## src/rtl/rssb_sequencer.sv

```systemverilog
// +-----------------------------------------------------------------------------+
// | rssb_sequencer: six-phase Moore control FSM for the RSSB datapath, with     |
// | run/step/stop control, halt-code detection and a saturating retire counter. |
// | Revision: 1.0                                                               |
// +-----------------------------------------------------------------------------+
`default_nettype none

module rssb_sequencer #(
   parameter int               WIDTH     = 8,
   parameter logic [WIDTH-1:0] HALT_CODE = {WIDTH{1'b1}},
   parameter int               CNT_WIDTH = 16
) (
   input  logic                 clk,
   input  logic                 rst,
   input  logic                 start,
   input  logic                 step_mode,
   input  logic                 stop,
   input  logic [WIDTH-1:0]     rom_data,
   input  logic                 neg,
   output logic                 write_op1,
   output logic                 write_op2,
   output logic                 write_mem,
   output logic                 write_pc,
   output logic                 sel_pc,
   output logic                 busy,
   output logic                 halted,
   output logic                 done,
   output logic [CNT_WIDTH-1:0] instr_count
);

   typedef enum logic [2:0] {
      S_IDLE   = 3'd0,
      S_FETCH  = 3'd1,
      S_DECODE = 3'd2,
      S_READ   = 3'd3,
      S_EXEC   = 3'd4,
      S_ACC    = 3'd5,
      S_UPDPC  = 3'd6,
      S_HALT   = 3'd7
   } state_t;

   localparam logic [CNT_WIDTH-1:0] C_CNT_MAX = {CNT_WIDTH{1'b1}};

   state_t               state_q, state_d;
   logic                 stop_q, stop_d;
   logic                 neg_q, neg_d;
   logic [CNT_WIDTH-1:0] cnt_q, cnt_d;

   always_ff @(posedge clk or posedge rst) begin
      if (rst) begin
         state_q <= S_IDLE;
         stop_q  <= 1'b0;
         neg_q   <= 1'b0;
         cnt_q   <= '0;
      end else begin
         state_q <= state_d;
         stop_q  <= stop_d;
         neg_q   <= neg_d;
         cnt_q   <= cnt_d;
      end
   end

   always_comb begin
      state_d   = state_q;
      stop_d    = stop_q;
      neg_d     = neg_q;
      cnt_d     = cnt_q;
      write_op1 = 1'b0;
      write_op2 = 1'b0;
      write_mem = 1'b0;
      write_pc  = 1'b0;
      sel_pc    = 1'b0;
      busy      = 1'b0;
      halted    = 1'b0;
      done      = 1'b0;

      case (state_q)
         S_IDLE: begin
            if (start && !stop) state_d = S_FETCH;
         end
         S_FETCH: begin
            busy    = 1'b1;
            state_d = S_DECODE;
         end
         S_DECODE: begin
            busy    = 1'b1;
            state_d = (rom_data == HALT_CODE) ? S_HALT : S_READ;
         end
         S_READ: begin
            busy      = 1'b1;
            write_op1 = 1'b1;
            state_d   = S_EXEC;
         end
         S_EXEC: begin
            busy      = 1'b1;
            write_mem = 1'b1;
            neg_d     = neg;
            state_d   = S_ACC;
         end
         S_ACC: begin
            busy      = 1'b1;
            write_op2 = 1'b1;
            state_d   = S_UPDPC;
         end
         S_UPDPC: begin
            busy     = 1'b1;
            write_pc = 1'b1;
            sel_pc   = neg_q;
            done     = 1'b1;
            if (cnt_q != C_CNT_MAX) cnt_d = cnt_q + CNT_WIDTH'(1);
            state_d  = (stop_q || step_mode) ? S_IDLE : S_FETCH;
         end
         S_HALT: begin
            halted = 1'b1;
         end
         default: begin
            state_d = S_IDLE;
         end
      endcase

      // A stop request survives until the instruction boundary returns us to IDLE.
      if (state_d == S_IDLE)  stop_d = 1'b0;
      else if (busy && stop)  stop_d = 1'b1;
   end

   assign instr_count = cnt_q;

endmodule

`default_nettype wire

```

## config.mk

```make
export PLATFORM = sky130hd
export DESIGN_NAME = rssb_sequencer
export DESIGN_NICKNAME = d
export VERILOG_FILES = /design/src/rtl/rssb_sequencer.sv
export SDC_FILE = /design/constraint.sdc
export NUM_CORES = 1
export LEC_CHECK = 0
export BUFFER_PORTS_ARGS = -buffer_cell sky130_fd_sc_hd__buf_4
export CORE_MARGIN = 1.5
export CORE_UTILIZATION = 51
export CTS_BUF_LIST = sky130_fd_sc_hd__clkbuf_4
export DETAILED_ROUTE_END_ITERATION = 7
export PLACE_DENSITY_LB_ADDON = 0.08
export SLEW_MARGIN = 20
export SYNTH_ARGS = -nofsm -noshare
export SYNTH_HDL_FRONTEND = slang
export SYNTH_SLANG_ARGS = --single-unit
```

## constraint.sdc

```tcl
create_clock -name clk -period 2.2 [get_ports clk]
set_input_delay 0.22 -clock clk [delete_from_list [all_inputs] [get_ports clk]]
set_output_delay 0.22 -clock clk [all_outputs]
set_load 0.05 [all_outputs]
```

Yosys cells after proc, flatten, opt, wreduce, memory -nomap -nowiden:

Cells that the tools add are included.
W data, S select, Z words.

* bits in registers: 21
* latch bits: 0
* memory bits (writable): 0
* bits in read-only memories: 0
* output and inout bits: 24
* memories kept: 0

* $add $sub $neg: 1
* $mul: 0
* div/mod/pow operators: 0
* $lt $le $gt $ge: 0
* equality and inequality tests: 9
* shift-type cells: 0
* multiplexer cells: 13
* bitwise gates (word level): 0
* reduce and logical (&&, ||, !) cells: 9

Operators with widths (count)
* $pmux W3 S7: 1
* $add A16 B1 Y16 const B: 1
* $ne A16 B16 Y1 const B: 1
* $eq A3 B3 Y1 const B: 4
* $mux W1: 10
* $eq A8 B8 Y1 const B: 1
* $eq A3 B2 Y1 const B: 2
* $logic_not A3 Y1: 2
* $mux W3: 2
* $reduce_or A6 Y1: 1
* $eq A3 B1 Y1 const B: 1
* $logic_and A1 B1 Y1: 2
* $reduce_and A2 Y1: 1
* $reduce_bool A2 Y1: 1
* $logic_not A1 Y1: 1
* $logic_or A1 B1 Y1: 1

Logic depth before layout (Yosys ltp):

* depth after elaboration: 6
* gate-level depth with buffers: 5

Worst setup path after synthesis:

No wires, ideal clock.

* path kind: register to register
* from: register state_q[1]
* to: register stop_q
* arrival: 2001 ps
* data required time: 2134 ps
* path slack: 132 ps
* stages on the path, launching flop included: 5
* buffers on the path: 0
* cells stage by stage: dfrtp_1 and3_1 a21oi_1 and2_1 o32a_1

* longest elaborated chain between the ends: 5
* elaborated cells between the ends (all ways): 15

RTL lines
* from (decl): line 44 `state_t state_q, state_d;`
* from (signal assigned): line 56 `state_q <= state_d;`
* $eq A3 B3 Y1 (tied with other cells): line 77 `case (state_q)`
* $reduce_or A6 Y1 (no line) *
* $mux W1 *: line 77
* via busy: line 25 `output logic busy,`
* $logic_and A1 B1 Y1 *: line 123 `else if (busy && stop) stop_d = 1'b1;`
* $reduce_bool A2 Y1 (no line) *
* to (signal assigned): line 57 `stop_q <= stop_d;`
* to (decl): line 45 `logic stop_q, stop_d;`

The timed path passes the listed nets; every way through them passes the cells marked *.
A chain may end at the register's enable or synchronous reset.

Worst setup path in the final report:

* from: register state_q[0]
* to: output sel_pc

* longest elaborated chain between the ends: 2

RTL lines
* $eq A3 B3 Y1: line 77
* $mux W1: line 77
* to (decl): line 24 `output logic sel_pc,`

Every way passes these cells.

==> flow_summary.json <==
{
  "cap_violations": 0,
  "cp.required_ns": 1.98,
  "cp_cell_sequence": "nand3b_2, inv_1, and2_1, buf_4",
  "worstPathMaxFanout": 7,
  "r2r_setup_slack_ns": 0.51,
  "period_share": 0.779,
  "wl_per_cell_um": 12.8,
  "clockBufferDepth": 2,
  "grt_max_degree": 22,
  "worstPathArrival_ns": 1.49,
  "finClkSkew_ns": 0.00505,
  "status": "finished, final reports clean",
  "ctsHoldBuffers": 0,
  "clock_latency_ns": 0.30,
  "tritoncts": "built",
  "setup_viol": 0,
  "maxSlewViolCount": 0,
  "rsz0062_at_grt": "false",
  "cp-start-kind": "flop",
  "syn_nets": 122,
  "synth_edf_count": 0,
  "die_x_um": 49.3,
  "cts_buffers": 3,
  "synth_cells": 107,
  "dieArea_mm2": 0.00243,
  "n_antenna_cell": 0,
  "io_pins": 38,
  "core-area_mm2": 0.00198,
  "std_cell_rows": 16,
  "syn_avg_cell_area_um2": 10.2,
  "hp-class": "primary input to asynchronous set/reset pin",
  "hold_viol": 0,
  "area_delta_synth_final_pct": 30.6,
  "worst_path_largest_cell_delay_ns": 0.43,
  "viasPerCell": 5.48,
  "overflow": 0,
  "p_per_area_mw_per_mm2": 1110,
  "min_period_ns": 1.71,
  "grt_pass1_vias": 916,
  "finalPower_uw": 1580,
  "dp_slack_ns": 0.517,
  "drt-total-wl_um": 2220,
  "grt_first_pass_wirelength_um": 3860,
  "cts_num_sinks": 21,
  "path_buf_inv": 2,
  "start_util": 0.551,
  "hpwl_um": 1750,
  "synthArstFlopShare": 1.00,
  "tns_ns": 0,
  "crit_slowest_cell": "dfrtp_1",
  "nets": 163,
  "antenna_found_initial": 0,
  "p_leak_uw": 0.000711,
  "ys_types": 33,
  "seq_area_frac_synth": 0.482,
  "routabilityCongestion": 0.809,
  "synthFlopType": "dfrtp_1",
  "port_buffers": 37,
  "worstSetupEndpointType": "output pin",
  "synthesis.area_mm2": 0.00109,
  "htreeDepth": 1,
  "synth.yosys.warnings": 0,
  "ant_nets": 0,
  "ctsResizeCount": 0,
  "slew_headroom": 0.484,
  "setup.worst_path.class": "flop to output pin",
  "vdd_drop_max_mv": 0.837,
  "ys_seq_elements": 21,
  "worst_slack_ns": 0.486,
  "cts_setup_buffers": 0,
  "route.detailed.drc": 0,
  "drt_pass1_iterations": 4,
  "cts_root_buf": "clkbuf_4",
  "dr.first_iter.drc_count": 21,
  "drive_above_1_share": 0.333,
  "clk_pin_slew_worst_paths_ns": 0.12,
  "max_freq_ghz": 0.583,
  "grtUsageTotal": 0.204,
  "vias": 954,
  "die_h_um": 49.3,
  "tightest_slew_ns": 0.773,
  "cpLargestDelayFamily": "flip-flops"
}
worst reg2reg max path, cell delays in order, from the launching register on:
cell	delay (ns)
dfrtp_1	0.44
ha_1	0.21
nand4_1	0.20
nor4_4	0.32
nor2_1	0.13
mux2_2	0.29
power by group:
part	internal [µW]	switching, µW
logic	269	523
clock network	82.8	117
registers	475	112
total	826	752
final cells by class:
cell class	instances	area, µm²
clock buffer	4	30.0
fill	161	557
inverter	4	15.0
multi-input combinational	81	543
sequential	21	526
tap	27	33.8
timing repair buffer	37	278
registers in the layout (all words and copies together), names as in the netlist:
register and cells:
instr_count 16, neg_q 1, state_q 3, stop_q 1
synthesized netlist by cell type, types with 2 or more instances:
| library cell | instances | area share |
|---|---|---|
| dfrtp_1 | 21 | 0.48 |
| nand4_1 | 8 | 0.046 |
| nand2b_1 | 2 | 0.011 |
| a21oi_1 | 2 | 0.0092 |
| mux2_2 | 2 | 0.021 |
| o21ai_0 | 2 | 0.0092 |
| nand2_1 | 7 | 0.024 |
| xor2_1 | 7 | 0.056 |
| and4_1 | 2 | 0.016 |
| and2_1 | 2 | 0.011 |
| inv_1 | 4 | 0.014 |
| nor2_1 | 13 | 0.045 |
| nand3_1 | 6 | 0.028 |
| nor3_1 | 3 | 0.014 |
| xnor2_1 | 7 | 0.056 |
| and3_1 | 2 | 0.011 |
layout by cell type, fill, tap and decap left out, types with 3 or more instances in the layout:
cell	n
nand4_1	8
nor2_1	13
nor3_1	3
inv_1	4
dfrtp_1	21
buf_4	37
xor2_1	7
nand3_1	6
xnor2_1	7
nand2_1	7
clkbuf_4	4
cell families (layout without fill, tap and decap cells):
kind of cell,count (synthesis),after routing,share of synthesized area
flops,21,21,0.482
compound gates,8,8,0.0482
buf+inv,5,45,0.0206
xor+xnor,14,14,0.112
simple gates,56,56,0.305
fa+ha+maj,1,1,0.0115
mux,2,2,0.0206
final timing paths:
path | startpoint | endpoint | cells after the start
min in group clk | neg | neg_q | 2
hold reg to reg | stop_q | stop_q | 1
setup / recovery | state_q[0] | sel_pc | 4
setup reg to reg | instr_count[0] | instr_count[1] | 5
max in group asynchronous | rst | instr_count[6] | 2
hold / removal | rst | state_q[0] | 2
metrics by stage:
stage / util / std cells / hold slack, ns / instance area, µm²
after floorplan: - / 107 / 0.197 / 1090
after global placement: 0.704 / 170 / 0.413 / 1400
after detailed placement: 0.704 / 170 / 0.426 / 1400
after CTS: 0.719 / 174 / 0.0949 / 1430
after global routing: 0.719 / 174 / 0.126 / 1430
final: 0.719 / 174 / 0.0466 / 1430
routing by layer:
layer,GRT usage,share of wire,vias up
met4,0.0714,0.021,0
met3,0.0429,0.049,6
met1,0.253,0.43,455
met5,0,0,-
met2,0.351,0.50,33
li1,-,-,460
Note: power is estimated with default switching activity, not from simulation.
